<file path="src/rtl/clock_sel_ctrl.sv">
// Select sequencer for a 4-input glitch-free clock switch: validates the target source,
// drives a stable select through a settle window, and falls back if the active source dies.
module clock_sel_ctrl #(
    parameter int unsigned TIMEOUT_CYCLES = 64,
    parameter int unsigned MIN_EDGES      = 4,
    parameter int unsigned SETTLE_CYCLES  = 16,
    parameter logic [1:0]  RESET_SEL      = 2'b00,
    parameter logic [1:0]  FALLBACK_SEL   = 2'b00,
    parameter bit          FALLBACK_EN    = 1'b1
) (
    input  logic       clk_i,
    input  logic       arstn_i,
    input  logic       req_valid_i,
    input  logic [1:0] req_sel_i,
    output logic       req_ready_o,
    input  logic [3:0] clk_tgl_i,
    output logic [1:0] sel_o,
    output logic       busy_o,
    output logic       done_o,
    output logic       err_o,
    output logic [1:0] err_code_o,
    output logic [3:0] alive_o
);

    localparam int unsigned TW = $clog2(TIMEOUT_CYCLES + 1);
    localparam int unsigned EW = $clog2(MIN_EDGES + 1);
    localparam int unsigned SW = $clog2(SETTLE_CYCLES + 1);

    localparam logic [TW-1:0] TO_MAX     = TW'(TIMEOUT_CYCLES);
    localparam logic [EW-1:0] EDGE_MAX   = EW'(MIN_EDGES);
    localparam logic [SW-1:0] SETTLE_MAX = SW'(SETTLE_CYCLES);

    localparam logic [1:0] CODE_NONE     = 2'b00;
    localparam logic [1:0] CODE_DEAD     = 2'b01;
    localparam logic [1:0] CODE_FALLBACK = 2'b10;

    typedef enum logic [1:0] {
        ST_IDLE,
        ST_CHECK,
        ST_SWITCH
    } state_t;

    state_t      state;
    logic [3:0]  tgl_s1;
    logic [3:0]  tgl_s2;
    logic [3:0]  tgl_s3;
    logic [3:0]  tgl_edge;
    logic [TW-1:0] wd_cnt [4];
    logic [3:0]  alive_q;
    logic [3:0]  alive_d1;
    logic [1:0]  target;
    logic [EW-1:0] edge_cnt;
    logic [TW-1:0] win_cnt;
    logic [SW-1:0] settle_cnt;
    logic        fb_mode;
    logic        fb_trig;
    logic [EW-1:0] edge_next;
    logic [TW-1:0] win_next;
    logic [SW-1:0] settle_next;

    // Two synchroniser stages plus one history stage; an edge is any change of the divided clock.
    always_ff @(posedge clk_i or negedge arstn_i) begin
        if (!arstn_i) begin
            tgl_s1 <= '0;
            tgl_s2 <= '0;
            tgl_s3 <= '0;
        end else begin
            tgl_s1 <= clk_tgl_i;
            tgl_s2 <= tgl_s1;
            tgl_s3 <= tgl_s2;
        end
    end

    assign tgl_edge = tgl_s2 ^ tgl_s3;

    always_ff @(posedge clk_i or negedge arstn_i) begin
        if (!arstn_i) begin
            for (int unsigned i = 0; i < 4; i++) begin
                wd_cnt[i] <= '0;
            end
            alive_q  <= '0;
            alive_d1 <= '0;
        end else begin
            alive_d1 <= alive_q;
            for (int unsigned i = 0; i < 4; i++) begin
                if (tgl_edge[i]) begin
                    wd_cnt[i]  <= '0;
                    alive_q[i] <= 1'b1;
                end else if (wd_cnt[i] != TO_MAX) begin
                    wd_cnt[i] <= wd_cnt[i] + TW'(1);
                    if (wd_cnt[i] == TO_MAX - TW'(1)) begin
                        alive_q[i] <= 1'b0;
                    end
                end
            end
        end
    end

    assign alive_o = alive_q;

    // Only a 1->0 transition of the active source observed while idle triggers fallback.
    assign fb_trig = FALLBACK_EN && (state == ST_IDLE) && alive_d1[sel_o] && !alive_q[sel_o]
                     && (sel_o != FALLBACK_SEL);

    assign req_ready_o = (state == ST_IDLE) && !fb_trig;
    assign busy_o      = (state != ST_IDLE);

    assign edge_next   = edge_cnt + EW'(tgl_edge[target]);
    assign win_next    = win_cnt + TW'(1);
    assign settle_next = settle_cnt + SW'(1);

    always_ff @(posedge clk_i or negedge arstn_i) begin
        if (!arstn_i) begin
            state      <= ST_IDLE;
            sel_o      <= RESET_SEL;
            target     <= RESET_SEL;
            edge_cnt   <= '0;
            win_cnt    <= '0;
            settle_cnt <= '0;
            fb_mode    <= 1'b0;
            done_o     <= 1'b0;
            err_o      <= 1'b0;
            err_code_o <= CODE_NONE;
        end else begin
            done_o <= 1'b0;
            err_o  <= 1'b0;
            case (state)
                ST_IDLE: begin
                    if (fb_trig) begin
                        state      <= ST_SWITCH;
                        target     <= FALLBACK_SEL;
                        sel_o      <= FALLBACK_SEL;
                        settle_cnt <= '0;
                        fb_mode    <= 1'b1;
                        err_o      <= 1'b1;
                        err_code_o <= CODE_FALLBACK;
                    end else if (req_valid_i) begin
                        if (req_sel_i == sel_o) begin
                            done_o <= 1'b1;
                        end else begin
                            state    <= ST_CHECK;
                            target   <= req_sel_i;
                            edge_cnt <= '0;
                            win_cnt  <= '0;
                        end
                    end
                end
                ST_CHECK: begin
                    if (edge_next >= EDGE_MAX) begin
                        state      <= ST_SWITCH;
                        sel_o      <= target;
                        settle_cnt <= '0;
                        fb_mode    <= 1'b0;
                    end else if (win_next >= TO_MAX) begin
                        state      <= ST_IDLE;
                        err_o      <= 1'b1;
                        err_code_o <= CODE_DEAD;
                    end else begin
                        edge_cnt <= edge_next;
                        win_cnt  <= win_next;
                    end
                end
                ST_SWITCH: begin
                    if (settle_next >= SETTLE_MAX) begin
                        state  <= ST_IDLE;
                        done_o <= !fb_mode;
                    end else begin
                        settle_cnt <= settle_next;
                    end
                end
                default: state <= ST_IDLE;
            endcase
        end
    end

endmodule

</file>
<file path="config.mk">
export PLATFORM = sky130hd
export DESIGN_NAME = clock_sel_ctrl
export DESIGN_NICKNAME = d
export VERILOG_FILES = /design/src/rtl/clock_sel_ctrl.sv
export SDC_FILE = /design/constraint.sdc
export NUM_CORES = 1
export LEC_CHECK = 0
export CORE_UTILIZATION = 58
export DETAILED_ROUTE_END_ITERATION = 10
export PLACE_DENSITY = 0.78
export SLEW_MARGIN = 10
export SYNTH_ARGS = -nofsm -noshare
export SYNTH_HDL_FRONTEND = slang
export SYNTH_SLANG_ARGS = --single-unit
</file>
<file path="constraint.sdc">
create_clock -name clk_i -period 3.3 [get_ports clk_i]
set_input_delay 0.33 -clock clk_i [delete_from_list [all_inputs] [get_ports clk_i]]
set_output_delay 0.33 -clock clk_i [all_outputs]
set_load 0.1 [all_outputs]
</file>
==> load_flow_metrics.sql, run 1 <==
INSERT INTO impl_metrics (metric_group, metric, value, unit) VALUES
('grt', 'antenna_found_initial', '0', ''),
('finish', 'multi_input_area', '0.00141', 'mm^2'),
('sta', 'report.final.slew_viol_count', '0', ''),
('setup_path', 'rr_worst_depth', '9', ''),
('flow_run', 'drv.max_cap_violation_count', '0', ''),
('die', 'top_level_ports', '21', ''),
('finish', 'layout-drive-gt1-share', '10.4', '%'),
('placement', 'postPlaceCellArea', '0.00364', 'mm^2'),
('routing', 'drt-pass1-iter-count', '4', ''),
('die', 'core.rowCount', '27', ''),
('sta', 'final.min_clock_period', '2.65', 'ns'),
('logic_synthesis', 'ys_top_cells_by_count', 'dfrtp_1 (73), nor2_1 (29), nand2_1 (23)', ''),
('logic_synthesis', 'postSynthAreaPerCell', '10.9', 'um^2'),
('clock_network', 'cts.sinks', '73', ''),
('routing', 'vias_per_cell', '5.60', ''),
('clock_network', 'cts.root.buffer_cell', 'clkbuf_8', ''),
('finish', 'num_antenna_cells', '0', ''),
('grt', 'gr-total-overflow', '0', ''),
('finish', 'areaGrowthSynthToFinish', '14.8', '%'),
('setup_path', 'end_of_the_worst_register_to_register_path', 'settle_cnt[0]', ''),
('logic_synthesis', 'ys_seq_elements', '73', ''),
('power', 'pwr_density_cell', '677', 'mW/mm^2'),
('setup_path', 'setup.worst_path.end_class', 'flip-flop', ''),
('setup_path', 'cp_top_family', 'XOR/XNOR gates', ''),
('setup_path', 'critical_register_to_register_path_startpoint', 'tgl_s3[3]', ''),
('routing', 'wl', '5940', 'um'),
('finish', 'filler_cell_count', '420', ''),
('finish', 'design_area', '0.00382', 'mm^2'),
('power', 'p_leak', '0.00172', 'uW'),
('finish', 'final-seq-area', '0.00183', 'mm^2'),
('setup_path', 'setup.worst_path.class', 'flip-flop to flip-flop', ''),
('placement', 'dp.final_hpwl', '4220', 'um'),
('grt', 'track_usage', '22.7', '%'),
('status', 'status', 'completed', ''),
('logic_synthesis', 'cell_count_after_synthesis', '306', ''),
('die', 'floorplan.die.height', '77.8', 'um'),
('setup_path', 'crit_start_category', 'flip-flop', ''),
('die', 'start_util', '60.5', '%'),
('setup_path', 'timing.critical_path.cells', 'xor2_1 -> mux4_2 -> ha_1 -> ha_1 -> xor2_1 -> nand2_1 -> o21ai_4 -> nand2b_1 -> mux2i_1', ''),
('logic_synthesis', 'synth_seq_area_share', '54.9', '%'),
('sta', 'clock.fmax', '378', 'MHz'),
('clock_network', 'cts_hold_repair.buffers', '0', ''),
('setup_path', 'worst-endpoint-arrival', '2.85', 'ns'),
('setup_path', 'critical_path_slowest_stage_cell', 'xor2_1', ''),
('grt', 'grt_first_pass_wirelength', '10500', 'um'),
('sta', 'hold_violations', '0', ''),
('logic_synthesis', 'most_instantiated_library_cell_after_synthesis', 'dfrtp_1', ''),
('sta', 'layout_worst_path_cycle_share', '80.2', '%'),
('logic_synthesis', 'netlist-cell-type-count', '47', ''),
('grt', 'grt_start_max_net_pins', '37', ''),
('sta', 'setup_viol_count_final', '0', ''),
('logic_synthesis', 'ys_async_sr_fraction', '100', '%'),
('die', 'die-area', '0.00605', 'mm^2'),
('logic_synthesis', 'syn-cell-area', '0.00333', 'mm^2'),
('routing', 'vias', '2337', ''),
('placement', 'port_buffer_count', '20', ''),
('logic_synthesis', 'mappedNetlistNets', '327', ''),
('routing', 'routed_wl_per_cell', '14.3', 'um'),
('setup_path', 'crit_required', '3.50', 'ns'),
('clock_network', 'htree_num_levels', '3', ''),
('power', 'peakVddDrop', '0.000420', 'V'),
('placement', 'globalplace.congestion', '0.817', ''),
('setup_path', 'timing.reg2reg.setup_slack', '0.65', 'ns'),
('sta', 'fin_setup_tns', '0', 'ns'),
('clock_network', 'tritoncts.num_buffers', '9', ''),
('clock_network', 'clk_path_buf_depth', '2', ''),
('logic_synthesis', 'yosys.area.top_type', 'dfrtp_1', ''),
('setup_path', 'timing.critical_path.slowest_cell_delay', '0.52', 'ns'),
('setup_path', 'cp-endpoint', 'settle_cnt[0]', ''),
('die', 'die_w', '77.8', 'um'),
('setup_path', 'worst_setup_path_startpoint', 'tgl_s3[3]', '');
[cells in the final DEF (no fill, tap or decap), types with 2 or more instances in the layout]
cell,n
o21ai_0,11
o31ai_1,3
xor2_1,14
xnor2_1,10
inv_1,21
nand3_1,19
nand2b_1,4
mux2i_1,7
nor4b_1,2
a21oi_1,20
nand2_1,23
nor3b_1,3
and3b_1,2
a21o_1,2
clkdlybuf4s50_1,17
clkbuf_8,12
buf_4,8
o21ai_1,5
or3_1,9
nor4_1,2
ha_1,12
and3_1,3
dfrtp_1,73
nor2_1,29
nor2b_1,5
nand3b_1,2
[worst min-delay path by stage]
stage                              to  slack (ns)  depth (start not counted)
after detailed placement    tgl_s2[3]        0.34                          0
after CTS                  alive_o[0]        0.08                          1
after global placement      tgl_s2[1]        0.33                          0
after floorplan           alive_d1[1]        0.03                          0
final                      wd_cnt[27]        0.06                          1
after global routing       alive_o[0]        0.13                          1
[cell type report]
type	instances	share of cell area (%)
tap	72	2.36
clock buffer	13	4.42
timing repair buffer	26	6.16
sequential	73	47.8
clock inverter	2	0.327
multi-input combinational	210	36.9
inverter	21	2.06
[cell families after synthesis]
family | after synthesis | share of synthesized area (%)
AO/OA/AOI/OAI | 53 | 10.6
XOR/XNOR | 24 | 6.31
adder cells (fa/ha/maj) | 12 | 4.51
buffers and inverters | 23 | 2.82
flip-flops | 73 | 54.9
multiplexers | 9 | 3.12
AND/OR/NAND/NOR | 112 | 17.7
[worst reg2reg max path: stages, from the launching register on]
cell and delay (ns):
dfrtp_1 0.38, xor2_1 0.52, mux4_2 0.37, ha_1 0.14, ha_1 0.15, xor2_1 0.32
nand2_1 0.17, o21ai_4 0.19, nand2b_1 0.20, mux2i_1 0.08
[stage by stage]
stage | power [uW] | hold slack [ns] | instances | setup WS, ns | utilization, %
2_1_floorplan | 1760 | 0.0344 | 306 | 0.0281 | -
3_3_place_gp | 1940 | 0.333 | 402 | 0.717 | 66.1
3_5_place_dp | 1960 | 0.342 | 402 | 0.630 | 66.1
4_1_cts | 2600 | 0.0777 | 417 | 0.627 | 69.4
5_1_grt | 2730 | 0.128 | 417 | 0.424 | 69.4
6_report | 2590 | 0.0625 | 417 | 0.654 | 69.4
[metal layers]
metal / routed length (um) / global-route usage (%) / share of wire [%] / vias up
met5: 0 / 0 / 0 / -
met4: 76 / 7.92 / 1.3 / 0
met3: 234 / 6.12 / 3.9 / 8
met2: 2830 / 35.8 / 48 / 49
met1: 2810 / 30.3 / 47 / 1151
li1: - / - / - / 1129
[sequential cells by signal (all words and copies together) (netlist names)]
register	flops
target	2
sel_o	2
tgl_s1	4
state	2
edge_cnt	3
err_code_o	2
wd_cnt	28
tgl_s3	4
tgl_s2	4
done_o	1
alive_d1	3
err_o	1
fb_mode	1
alive_o	4
settle_cnt	5
win_cnt	7
[power by group]
group          switching, uW  internal [uW]  total, uW
logic                    514            278        792
clock network            309            330        638
registers                136           1020       1160
(Power assumes the default switching activity.)
==> run 2, diff against run 1 <==
clock period = 2.72 ns   (was 3.3 ns; I/O delays follow)
==> run 2 against run 1 <==
Against the previous run:
- the flow now finishes with violations (negative hold slack)
- worst setup slack lost 0.42 ns
- wire length is 0.66% higher
- count of clock-buffer cells in the layout is 1 lower
- largest power group unchanged
- global-route usage is 0.40 points higher
- register-to-register slack got worse by 0.42 ns
- core utilization is 0.39 points higher
- clock power rose by 33%
- maximum frequency increased by 6.6%
- die area unchanged
- critical path depth is the same
==> load_flow_metrics.sql, run 2 (synthesized netlist as in run 1, its figures left out) <==
INSERT INTO impl_metrics (metric_group, metric, value, unit) VALUES
('finish', 'multi_input_area', '0.00142', 'mm^2'),
('grt', 'grt_first_pass_wirelength', '10500', 'um'),
('clock_network', 'post_cts.resized_instances', '0', ''),
('routing', 'first_iter_violations', '121', ''),
('grt', 'gr-total-overflow', '0', ''),
('placement', 'globalplace.congestion', '0.819', ''),
('finish', 'mostFrequentLayoutCell', 'dfrtp_1', ''),
('sta', 'report.final.slew_viol_count', '0', ''),
('die', 'start_util', '60.5', '%'),
('grt', 'antenna_found_initial', '0', ''),
('routing', 'ant_nets', '0', ''),
('power', 'peakVddDrop', '0.000532', 'V'),
('routing', 'vias', '2278', ''),
('sta', 'grt_setup_unrepaired', 'no', ''),
('routing', 'drt-pass1-iter-count', '6', ''),
('sta', 'relSlewSlack', '51.9', '%'),
('setup_path', 'worst-endpoint-arrival', '2.69', 'ns'),
('sta', 'worst_clock_skew', '0.00912', 'ns'),
('finish', 'final-seq-area', '0.00183', 'mm^2'),
('die', 'die-area', '0.00605', 'mm^2'),
('routing', 'remaining_drc_errors', '0', ''),
('die', 'top_level_ports', '21', ''),
('finish', 'num_antenna_cells', '0', ''),
('die', 'design.core.area', '0.00551', 'mm^2'),
('clock_network', 'insertion_delay', '0.34', 'ns'),
('grt', 'track_usage', '23.1', '%'),
('die', 'core.rowCount', '27', ''),
('finish', 'layout-drive-gt1-share', '13.6', '%'),
('placement', 'port_buffer_count', '20', ''),
('clock_network', 'cts.sinks', '73', ''),
('sta', 'layout_worst_path_cycle_share', '91.2', '%'),
('finish', 'largest_registers', 'wd_cnt: 28 flops, win_cnt: 7 flops, settle_cnt: 5 flops', ''),
('clock_network', 'htree_num_levels', '3', ''),
('finish', 'areaGrowthSynthToFinish', '15.4', '%'),
('status', 'status', 'complete, but fails checks', ''),
('setup_path', 'crit_start_category', 'flip-flop', ''),
('power', 'finalPower', '3240', 'uW'),
('routing', 'vias_per_cell', '5.46', ''),
('clock_network', 'cts.root.buffer_cell', 'clkbuf_8', ''),
('power', 'p_leak', '0.00175', 'uW'),
('setup_path', 'critPathMaxFanout', '9', ''),
('sta', 'hold_violations', '25', ''),
('setup_path', 'setup.worst_path.class', 'flip-flop to flip-flop', ''),
('clock_network', 'worst_setup_hold_path_clk_slew', '0.07', 'ns'),
('clock_network', 'tritoncts', 'built', ''),
('placement', 'dp.final_hpwl', '4160', 'um'),
('clock_network', 'tritoncts.num_buffers', '9', ''),
('sta', 'clock.fmax', '403', 'MHz'),
('routing', 'routed_wl_per_cell', '14.3', 'um'),
('sta', 'fin_setup_tns', '0', 'ns'),
('clock_network', 'buffer_count_from_post_cts_setup_fixing', '0', ''),
('finish', 'largest-register', 'wd_cnt', ''),
('setup_path', 'timing.reg2reg.setup_slack', '0.24', 'ns'),
('routing', 'wl', '5980', 'um'),
('finish', 'most-common-layout-cells', 'dfrtp_1 (73), nor2_1 (28), nand2_1 (23)', ''),
('sta', 'hold_slack', '-0.0177', 'ns'),
('sta', 'worst_slack', '0.239', 'ns'),
('setup_path', 'setup.worst_path.end_class', 'flip-flop', ''),
('flow_run', 'drv.max_cap_violation_count', '0', ''),
('clock_network', 'cts_hold_repair.buffers', '0', ''),
('status', 'violated_checks', 'negative hold slack', ''),
('sta', 'setup_viol_count_final', '0', ''),
('finish', 'filler_cell_count', '404', ''),
('power', 'pwr_density_cell', '844', 'mW/mm^2'),
('finish', 'largest_register_ff_count', '28', ''),
('die', 'floorplan.die.height', '77.8', 'um'),
('worst_hold_path', 'min-delay-path-class', 'primary input to async pin', ''),
('sta', 'final.min_clock_period', '2.48', 'ns'),
('clock_network', 'clk_path_buf_depth', '2', ''),
('grt', 'grt_start_max_net_pins', '43', ''),
('die', 'die_w', '77.8', 'um'),
('finish', 'net_count_reported_at_finish', '362', ''),
('setup_path', 'crit_required', '2.93', 'ns'),
('sta', 'transition_at_the_pin_with_the_smallest_max_transition_slack', '0.721', 'ns'),
('placement', 'place_ws', '0.243', 'ns'),
('grt', 'first_global_vias', '2289', '');
[run 2: path summary, 6_finish.rpt]
| kind | start | end | cells after the start |
|---|---|---|---|
| worst max-delay path | tgl_s3[3] | settle_cnt[0] | 9 |
| worst min-delay path | arstn_i | alive_o[0] | 1 |
| worst max register to register | tgl_s3[3] | settle_cnt[0] | 9 |
| worst min register to register | tgl_s1[3] | tgl_s2[3] | 0 |
| max in group asynchronous | arstn_i | wd_cnt[18] | 2 |
| min in group clk_i | tgl_s1[3] | tgl_s2[3] | 0 |
[run 2: area by class of cell]
class                      count  share of cell area (%)
sequential                    73                    47.5
multi-input combinational    210                    36.9
timing repair buffer          26                    6.12
clock buffer                  12                    4.04
tap                           72                    2.34
inverter                      21                    2.05
clock inverter                 3                    1.04
[run 2: worst max-delay path: stages, from the launching register on]
cell and delay [ns]:
dfrtp_1 0.38, xor2_1 0.17, mux4_2 0.47, ha_1 0.20
ha_1 0.19, xor2_1 0.31, nand2_1 0.17, o21ai_4 0.18
nand2b_1 0.19, mux2i_1 0.08
[run 2: metal layers]
metal	track usage [%]	vias up	wire [um]
li1	-	1126	-
met1	29.9	1099	2800
met2	37.4	39	2850
met3	4.12	14	190
met4	11.7	0	147
met5	0	-	0
[run 2: power breakdown]
group          internal, uW  switching [uW]  total [uW]
Clock                   466             382         848
Combinational           358             636         993
Sequential             1240             163        1400
Total                  2060            1180        3240
[run 2: stage by stage]
step           hold WS, ns  cells  utilization, %  area (um^2)
2_1_floorplan      -0.0236    306               -         3340
3_3_place_gp         0.332    402            66.2         3650
3_5_place_dp         0.341    402            66.2         3650
4_1_cts             0.0107    417            69.8         3840
5_1_grt             0.0507    417            69.8         3840
6_report           -0.0177    417            69.8         3840
==> run 3, diff against run 2 <==
CORE_MARGIN = 2   (was default)
PLACE_DENSITY = default   (was 0.78)
PLACE_DENSITY_LB_ADDON = 0.05   (was default)
==> run 3 against run 2 <==
Against the previous run:
- the run now ends clean
- count of clock-buffer cells in the layout increased by 1
- cell count increased by 0.48%
- core utilization decreased by 0.58 points
- worst setup slack got worse by 0.025 ns
- maximum frequency decreased by 0.99%
- first-iteration DRC count decreased by 7.4%
- global-route usage decreased by 0.53 points
- critical endpoint unchanged
==> load_flow_metrics.sql, run 3 (synthesized netlist as in run 1, its figures left out) <==
INSERT INTO impl_metrics (metric_group, metric, value, unit) VALUES
('power', 'switching_share', '36.5', '%'),
('setup_path', 'timing.critical_path.slowest_cell_delay', '0.46', 'ns'),
('sta', 'layout_worst_path_cycle_share', '92.1', '%'),
('setup_path', 'crit_required', '2.93', 'ns'),
('power', 'pwr_density_cell', '833', 'mW/mm^2'),
('grt', 'grt_start_max_net_pins', '46', ''),
('die', 'design.core.area', '0.00554', 'mm^2'),
('clock_network', 'tritoncts.num_buffers', '9', ''),
('power', 'share_comb_of_total_power', '30.3', '%'),
('worst_hold_path', 'timing.hold.worst.start', 'tgl_s1[1]', ''),
('die', 'die-area', '0.00636', 'mm^2'),
('finish', 'multi_input_area', '0.00142', 'mm^2'),
('finish', 'most-common-layout-cells', 'dfrtp_1 (73), nor2_1 (28), nand2_1 (23)', ''),
('routing', 'drt-pass1-iter-count', '4', ''),
('finish', 'mostFrequentLayoutCell', 'dfrtp_1', ''),
('clock_network', 'cts.root.buffer_cell', 'clkbuf_8', ''),
('placement', 'globalplace.congestion', '0.801', ''),
('placement', 'dp.final_hpwl', '4290', 'um'),
('die', 'floorplan.die.height', '79.8', 'um'),
('setup_path', 'critPathMaxFanout', '9', ''),
('setup_path', 'setup.worst_path.end_class', 'flip-flop', ''),
('setup_path', 'setup.worst_path.class', 'flip-flop to flip-flop', ''),
('status', 'status', 'completed', ''),
('flow_run', 'drv.max_cap_violation_count', '0', ''),
('sta', 'hold_violations', '0', ''),
('clock_network', 'htree_num_levels', '3', ''),
('sta', 'grt_setup_unrepaired', 'no', ''),
('worst_hold_path', 'min-delay-path-class', 'flip-flop to flip-flop', ''),
('power', 'p_leak', '0.00174', 'uW'),
('finish', 'layout-drive-gt1-share', '13.3', '%'),
('clock_network', 'cts_hold_repair.buffers', '1', ''),
('grt', 'grt_first_pass_wirelength', '10800', 'um'),
('placement', 'port_buffer_count', '20', ''),
('sta', 'worst_clock_skew', '0.00851', 'ns'),
('routing', 'routed_wl_per_cell', '14.8', 'um'),
('setup_path', 'end_of_the_worst_register_to_register_path', 'settle_cnt[0]', ''),
('routing', 'vias_per_cell', '5.48', ''),
('finish', 'filler_cell_count', '444', ''),
('finish', 'areaGrowthSynthToFinish', '15.1', '%'),
('setup_path', 'worst-endpoint-arrival', '2.71', 'ns'),
('sta', 'fin_setup_tns', '0', 'ns'),
('finish', 'net_count_reported_at_finish', '363', ''),
('power', 'pwr-share-clk', '25.8', '%'),
('sta', 'transition_at_the_pin_with_the_smallest_max_transition_slack', '0.670', 'ns'),
('setup_path', 'cp-endpoint', 'settle_cnt[0]', ''),
('die', 'start_util', '60.1', '%'),
('sta', 'relSlewSlack', '55.3', '%'),
('setup_path', 'timing.reg2reg.setup_slack', '0.21', 'ns'),
('sta', 'report.final.slew_viol_count', '0', ''),
('routing', 'first_iter_violations', '112', ''),
('setup_path', 'cp_top_family', 'multiplexers', ''),
('clock_network', 'post_cts.resized_instances', '0', ''),
('sta', 'setup_viol_count_final', '0', ''),
('setup_path', 'crit_start_category', 'flip-flop', ''),
('clock_network', 'tritoncts', 'built', ''),
('clock_network', 'worst_setup_hold_path_clk_slew', '0.07', 'ns'),
('power', 'power.internal', '2030', 'uW'),
('die', 'core.rowCount', '27', ''),
('finish', 'largest_registers', 'wd_cnt: 28 flops, win_cnt: 7 flops, settle_cnt: 5 flops', ''),
('clock_network', 'clk_path_buf_depth', '2', ''),
('routing', 'vias', '2295', ''),
('finish', 'largest_register_ff_count', '28', ''),
('power', 'power.sequential.fraction', '43.9', '%'),
('die', 'die_w', '79.8', 'um'),
('setup_path', 'rr_worst_depth', '9', ''),
('power', 'peakVddDrop', '0.000657', 'V'),
('grt', 'gr-total-overflow', '0', ''),
('finish', 'fin_util', '69.2', '%'),
('power', 'finalPower', '3200', 'uW'),
('setup_path', 'critical_register_to_register_path_startpoint', 'tgl_s3[2]', ''),
('clock_network', 'insertion_delay', '0.34', 'ns'),
('clock_network', 'cts.sinks', '73', ''),
('routing', 'ant_nets', '0', ''),
('setup_path', 'path_depth', '9', ''),
('grt', 'antenna_found_initial', '0', ''),
('setup_path', 'worst_setup_path_startpoint', 'tgl_s3[2]', ''),
('grt', 'track_usage', '22.6', '%'),
('power', 'switchingPower', '1170', 'uW'),
('routing', 'wl', '6200', 'um'),
('die', 'top_level_ports', '21', ''),
('setup_path', 'timing.critical_path.cells', 'xor2_1 -> mux4_2 -> ha_1 -> ha_1 -> xor2_1 -> nand2_1 -> o21ai_4 -> nand2b_1 -> mux2i_1', ''),
('clock_network', 'buffer_count_from_post_cts_setup_fixing', '0', ''),
('routing', 'remaining_drc_errors', '0', ''),
('setup_path', 'critical_path_slowest_stage_cell', 'mux4_2', ''),
('setup_path', 'worst-path-buf-inv', '0', ''),
('grt', 'first_global_vias', '2324', ''),
('sta', 'final.min_clock_period', '2.51', 'ns'),
('sta', 'clock.fmax', '399', 'MHz'),
('finish', 'num_antenna_cells', '0', ''),
('finish', 'final-seq-area', '0.00183', 'mm^2'),
('finish', 'largest-register', 'wd_cnt', '');
run 3: cell type report:
cell class                      instances  share of cell area (%)
Timing Repair Buffer                   27                    6.07
Sequential cell                        73                    47.7
Multi-Input combinational cell        210                    36.9
Clock inverter                          3                    1.04
Clock buffer                           13                    3.88
Tap cell                               72                    2.35
Inverter                               21                    2.06
run 3: power by group through the flow:
stage          Clock, uW  Sequential, uW  Combinational, uW
6_report             825            1400                968
3_3_place_gp           0            1420                949
4_1_cts              849            1400                979
2_1_floorplan          0            1510                637
3_5_place_dp           0            1420                974
5_1_grt              896            1420               1070
run 3: layer usage:
layer / GRT usage (%) / part of all wire (%) / up-vias
li1: - / - / 1126
met1: 29.8 / 46 / 1103
met2: 35.6 / 47 / 54
met3: 5.43 / 4.2 / 12
met4: 10.2 / 2.2 / 0
met5: 0 / 0 / -
run 3: stage by stage:
stage / setup slack, ns / std cells / hold WS, ns / cell area [um^2]
after floorplan: 0.288 / 306 / -0.0236 / 3340
after global placement: 0.301 / 402 / 0.333 / 3630
after detailed placement: 0.218 / 402 / 0.340 / 3630
after CTS: 0.211 / 419 / 0.349 / 3830
after global routing: 0.0403 / 419 / 0.355 / 3830
final: 0.215 / 419 / 0.351 / 3830
run 3: worst min-delay path by stage:
| stage | to | slack, ns | cells after the start |
|---|---|---|---|
| floorplan | alive_d1[1] | -0.02 | 0 |
| global placement | wd_cnt[26] | 0.33 | 1 |
| detailed placement | tgl_s2[1] | 0.34 | 0 |
| CTS | tgl_s1[1] | 0.35 | 1 |
| global route | tgl_s1[1] | 0.35 | 1 |
| finish | tgl_s2[1] | 0.35 | 0 |
==> RTL change 1, RTL diff (config.mk and constraints of run 2) <==
Make the reset (`arstn_i`) synchronous in 3 clocked blocks.
--- a/src/rtl/clock_sel_ctrl.sv
+++ b/src/rtl/clock_sel_ctrl.sv
@@ -60,5 +60,5 @@
 
     // Two synchroniser stages plus one history stage; an edge is any change of the divided clock.
-    always_ff @(posedge clk_i or negedge arstn_i) begin
+    always_ff @(posedge clk_i) begin
         if (!arstn_i) begin
             tgl_s1 <= '0;
@@ -74,5 +74,5 @@
     assign tgl_edge = tgl_s2 ^ tgl_s3;
 
-    always_ff @(posedge clk_i or negedge arstn_i) begin
+    always_ff @(posedge clk_i) begin
         if (!arstn_i) begin
             for (int unsigned i = 0; i < 4; i++) begin
@@ -110,5 +110,5 @@
     assign settle_next = settle_cnt + SW'(1);
 
-    always_ff @(posedge clk_i or negedge arstn_i) begin
+    always_ff @(posedge clk_i) begin
         if (!arstn_i) begin
             state      <= ST_IDLE;
Behaviour: differs if arstn_i is asserted again (counterexample within 4 cycles, from zero or initial values and one cycle with arstn_i low); with arstn_i held inactive, the same outputs for 10 cycles.
==> RTL change 1 against run 2 <==
  * Worst setup slack lost 96 ps
  * Area after synthesis grew 0.86%
  * Final area grew 1.3%
  * Count of clock-buffer cells in the layout grew 3
  * Sequential cell count is the same
  * Utilization grew 0.48 points
  * Wire length grew 7.4%
Power is not compared: it rests on default switching activity, and its combinational part moved more than twofold at a synthesized area within 25%.
==> RTL change 1: results (changes against run 2) <==
* Status: completed
* Vias per cell at 5.56 (+1.7%)
* EDFF count, synth at 28 (+28)
* Top FF cell, synth: dfxtp_1
* # diodes at 0 (unchanged)
* Proportion of layout cells with a drive suffix above 1 at 0.115 (-0.0210)
* Critical Path AT at 2840 ps (+150 ps)
* Synth cell count leaders: nor2_1, dfxtp_1, edfxtp_1
* Layout Nets at 398 (+9.9%)
* Tightest Hold Check Type: reg2reg
* Worst r2r src: tgl_s2[3]$_SDFF_PN0_
* First-pass GRT wire length at 10600 um (+0.52%)
* 1st-iter DRT viols at 98 (-19%)
* Leakage Power at between 1.5 and 2 nW
* # setup viols final at 0 (unchanged)
* Met1 usage at 0.291 (-0.00820)
* Total wire length at 6430 um (+7.4%)
* Ys Warns at 0 (unchanged)
* GR Layer Usage met2 at 0.359 (-0.0156)
* Overall Global Routing Usage at 0.226 (-0.00541)
* Synth unique cells at 45 (-4.3%)
* Largest net degree at the start of global routing at 27 (-37%)
* Htree depth at 3 (unchanged)
* Detail Placement HPWL at 4360 um (+4.7%)
* Vias in the first global route at 2385 (+4.2%)
* Global placer's final weighted congestion at 0.794 (-3.1%)
* Clock Path Buffers at 2 (unchanged)
* Biggest regs: wd_cnt (28), win_cnt (7), settle_cnt (5)
* Root Driver: clkbuf_8
* Setup TNS at 0 ps (unchanged)
* Fillcell total at 446 (+10%)
* Crit Path Max Fanout at 13 (+4)
* Worst slew pin tran at 708 ps (-13.5 ps)
* Setup Skew at 11.5 ps (+2.40 ps)
* Post-synth ARST share at 0 (-1.00)
* IO buf count at 20 (unchanged)
* Met3 GRT Util at 0.0558 (+0.0146)
* Worst-path clk slew at 70 ps (about the same)
* Kind of critical path: reg2reg
* Clk_lat worst skew at 340 ps (about the same)
* Start point of the worst hold path: tgl_s1[1]$_SDFF_PN0_
* Num CTS Buffers at 9 (unchanged)
* Cells after DPL at 431 (+7.2%)
* Initial antenna violation count at 0 (unchanged)
* Syn Area/Cell at 9.91 um^2 (-9.0%)
* Worst reg2reg setup slack at 140 ps (-100 ps)
* Worst vdd ir at ~0.00038 V
* First-pass DRT Iterations at 4 (-2)
* Largest reg by FF count: wd_cnt
* Sequential element share of the synthesized area at 0.519 (-0.0300)
* Synth top area cells: dfxtp_1, edfxtp_1, nor2_1
* WL/cell at 14.2 um (-1.4%)
* Synthesized net count at 360 (+10%)
## RTL change 1: per-stage QoR
stage          instance area, um^2  hold slack [ps]  setup slack (ps)
2_1_floorplan                 3370              399               222
3_3_place_gp                  3650              425               137
3_5_place_dp                  3650              419              53.2
4_1_cts                       3810              434              36.2
5_1_grt                       3890              459             -26.7
6_report                      3890              434               143
## RTL change 1: path summary, 6_finish.rpt
check,endpoint,cells after the start
worst max-delay path,edge_cnt[0]$_SDFFE_PN0P_,11
worst max register to register,edge_cnt[0]$_SDFFE_PN0P_,11
worst min register to register,tgl_s2[1]$_SDFF_PN0_,1
worst min-delay path,tgl_s2[1]$_SDFF_PN0_,1
## RTL change 1: worst max-delay path: stages (launching register included)
cell,delay [ps]
dfxtp_1,330
xnor2_2,150
mux4_2,460
inv_1,70
ha_1,130
ha_1,150
xnor2_1,140
nand2b_4,190
o31ai_4,150
buf_4,200
or3_1,370
a21oi_1,160
## RTL change 1: where the power goes
part,internal (mW),switching [mW]
clock,0.356,0.366
sequential,1.17,0.0324
combinational,0.0807,0.149
## RTL change 1: final cells by class
type / instances / share of cell area
Timing Repair Buffer: 34 / 0.0707
Clock buffer: 15 / 0.0402
Clock inverter: 1 / 0.000964
Sequential cell: 73 / 0.447
Tap cell: 72 / 0.0231
Inverter: 18 / 0.0174
Multi-Input combinational cell: 241 / 0.400
## RTL change 1: repair_timing
action / CTS / global route
buffers inserted: 0 / 7
hold endpoints to repair: 0 / 0
gates resized for setup: 0 / 6
setup endpoints to repair: 0 / 10
## RTL change 1: cell families (layout without fill, tap and decap cells)
group / after synthesis / after routing / share of synthesized area
AND/OR/NAND/NOR: 148 / 148 / 0.223
flip-flops: 73 / 73 / 0.519
AO/OA/AOI/OAI: 48 / 48 / 0.0939
XOR/XNOR: 30 / 30 / 0.0782
buffers and inverters: 25 / 68 / 0.0291
adder cells (fa/ha/maj): 12 / 12 / 0.0447
multiplexers: 3 / 3 / 0.0127
## RTL change 1: metal layers
metal	up-vias	routed length [um]
li1	1265	-
met5	-	0
met4	0	49
met3	5	209
met2	42	3120
met1	1211	3040
==> RTL change 2, RTL diff (config.mk and constraints of run 2) <==
Made on the original files. The parameter `MIN_EDGES` goes from 4 to 2.
--- a/src/rtl/clock_sel_ctrl.sv
+++ b/src/rtl/clock_sel_ctrl.sv
@@ -3,5 +3,5 @@
 module clock_sel_ctrl #(
     parameter int unsigned TIMEOUT_CYCLES = 64,
-    parameter int unsigned MIN_EDGES      = 4,
+    parameter int unsigned MIN_EDGES      = 2,
     parameter int unsigned SETTLE_CYCLES  = 16,
     parameter logic [1:0]  RESET_SEL      = 2'b00,
Function: changed (Yosys sat finds a counterexample within 10 cycles, from zero or initial values and one cycle with arstn_i low).
==> RTL change 2 against run 2 <==
  * Global-route usage is 1.2 points lower
  * Total power decreased by 0.35%
  * Sequential cell count shrank 1
  * Non-clock buffer count unchanged
  * Wire length shrank 7.3%
  * Worst setup slack worse by 9.2 ps
  * Utilization is 0.89 points higher
  * Hold slack improved by 370 ps
  * Area after synthesis shrank 4.3%
  * Cell count down 4.1%
  * Final area fell by 4.3%
==> RTL change 2: results (changes against run 2) <==
* Multiplexer area fraction after synthesis at 0.0381 (+0.00689)
* Clk_lat worst skew at 340 ps (about the same)
* Tightest Hold Check Type: reg2reg
* Pint at 1.99 mW (-3.3%)
* Clock Power at 0.795 mW (-6.2%)
* Placed instance area at 3490 um^2 (-4.4%)
* Status: completed
* Global placer's final weighted congestion at 0.795 (-2.9%)
* Compound-gate portion of the synthesized area at 0.0832 (-0.0231)
* Post-synth ARST share at 1.00 (unchanged)
* IO buf count at 20 (unchanged)
* Slew margin rel. at 0.552 (+0.0330)
* Synthesized net count at 310 (-5.2%)
* Reg2reg path depth at 8 (-1)
* Detail Placement HPWL at 3800 um (-8.8%)
* Worst reg2reg setup slack at ~230 ps
* Synth unique cells at 42 (-11%)
* Post_cts resized at 0 (unchanged)
* Overall Global Routing Usage at 0.219 (-0.0123)
* Ys Warns at 0 (unchanged)
* WL/cell at 13.9 um (-3.4%)
* Synth cell count leaders: dfrtp_1, nor2_1, nand3_1
* Biggest regs: wd_cnt (28), win_cnt (7), settle_cnt (5)
* Cells after DPL at 383 (-4.7%)
* Proportion of layout cells with a drive suffix above 1 at 0.142 (+0.00619)
* CP Capture Point: win_cnt[0]$_DFFE_PN0P_
* Root Driver: clkbuf_8
* Xor and xnor area share after synthesis at 0.0687 (+0.00557)
* Critical Path AT at 2710 ps (+20 ps)
* # diodes at 0 (unchanged)
* Syn Area/Cell at 11.0 um^2 (+1.0%)
* Num CTS Buffers at 9 (unchanged)
* Setup Skew at 7.44 ps (-1.68 ps)
* 1st-iter DRT viols at 128 (+5.8%)
* Sequential element share of the synthesized area at 0.565 (+0.0167)
* Synth top area cells: dfrtp_1, nor2_1, xor2_1
* First-pass DRT Iterations at 4 (-2)
* Critical path origin: tgl_s2[3]$_DFF_PN0_
* Leakage Power at 1.67 nW (-4.4%)
* Total wire length at 5550 um (-7.3%)
* Vias in the first global route at 2150 (-6.1%)
* Largest net degree at the start of global routing at 73 (+70%)
* Vias per cell at 5.41 (-1.0%)
* Synth Area in Adders at 0.0432 (-0.00191)
* First-pass GRT wire length at 9760 um (-7.3%)
* Combinational power share at 0.326 (+0.020)
* Worst vdd ir at 0.000586 V (+10%)
* Fillcell total at 394 (-2.5%)
* Layout Nets at 345 (-4.7%)
* Worst-path clk slew at 70 ps (about the same)
* Setup TNS at 0 ps (unchanged)
* Htree depth at 3 (unchanged)
* Yosys top cell area share at 0.565 (+0.0167)
RTL change 2: stage by stage:
step	worst slack, ps	util	power, mW	hold slack (ps)
detailed placement	251	0.670	2.46	325
global placement	288	0.670	2.42	327
global route	127	0.707	3.41	357
finish	230	0.707	3.23	351
floorplan	269	-	2.18	-23.6
CTS	232	0.707	3.25	352
RTL change 2: worst min-delay path by stage:
stage,start,to,slack (ps),cells after the start
final,tgl_s1[1]$_DFF_PN0_,tgl_s2[1]$_DFF_PN0_,350,0
after global routing,clk_tgl_i[0],tgl_s1[0]$_DFF_PN0_,360,1
after CTS,tgl_s1[1]$_DFF_PN0_,tgl_s2[1]$_DFF_PN0_,350,0
after detailed placement,arstn_i,wd_cnt[21]$_DFFE_PN0P_,330,2
after global placement,arstn_i,wd_cnt[22]$_DFFE_PN0P_,330,2
after floorplan,arstn_i,alive_d1[1]$_DFF_PN0_,-20,0
RTL change 2: worst max-delay path, stage by stage, from the launching register on:
cell	delay, ps
dfrtp_1	390
xor2_1	540
mux4_2	360
ha_1	150
xor2_1	80
nand2_1	80
o21ai_1	80
or3_4	380
mux2_4	310
RTL change 2: area by class of cell:
class,count,share of cell area
Clock inverter,4,0.0122
Clock buffer,12,0.0367
Timing Repair Buffer,26,0.0612
Sequential cell,72,0.490
Tap cell,70,0.0238
Multi-Input combinational cell,203,0.363
Inverter,13,0.0133
RTL change 2: repair_timing:
item,CTS,global route
hold buffers,1,0
hold endpoints to repair,72,0
setup buffers,0,0
RTL change 2: cell families after synthesis:
group,after synthesis
simple gates,115
flops,72
compound gates,42
xor+xnor,25
buf+inv,15
fa+ha+maj,11
mux,10
RTL change 2: metal layers:
layer	wire length, um	global-route usage
met5	0	0
met1	2640	0.285
met2	2530	0.343
met4	141	0.131
met3	233	0.0431
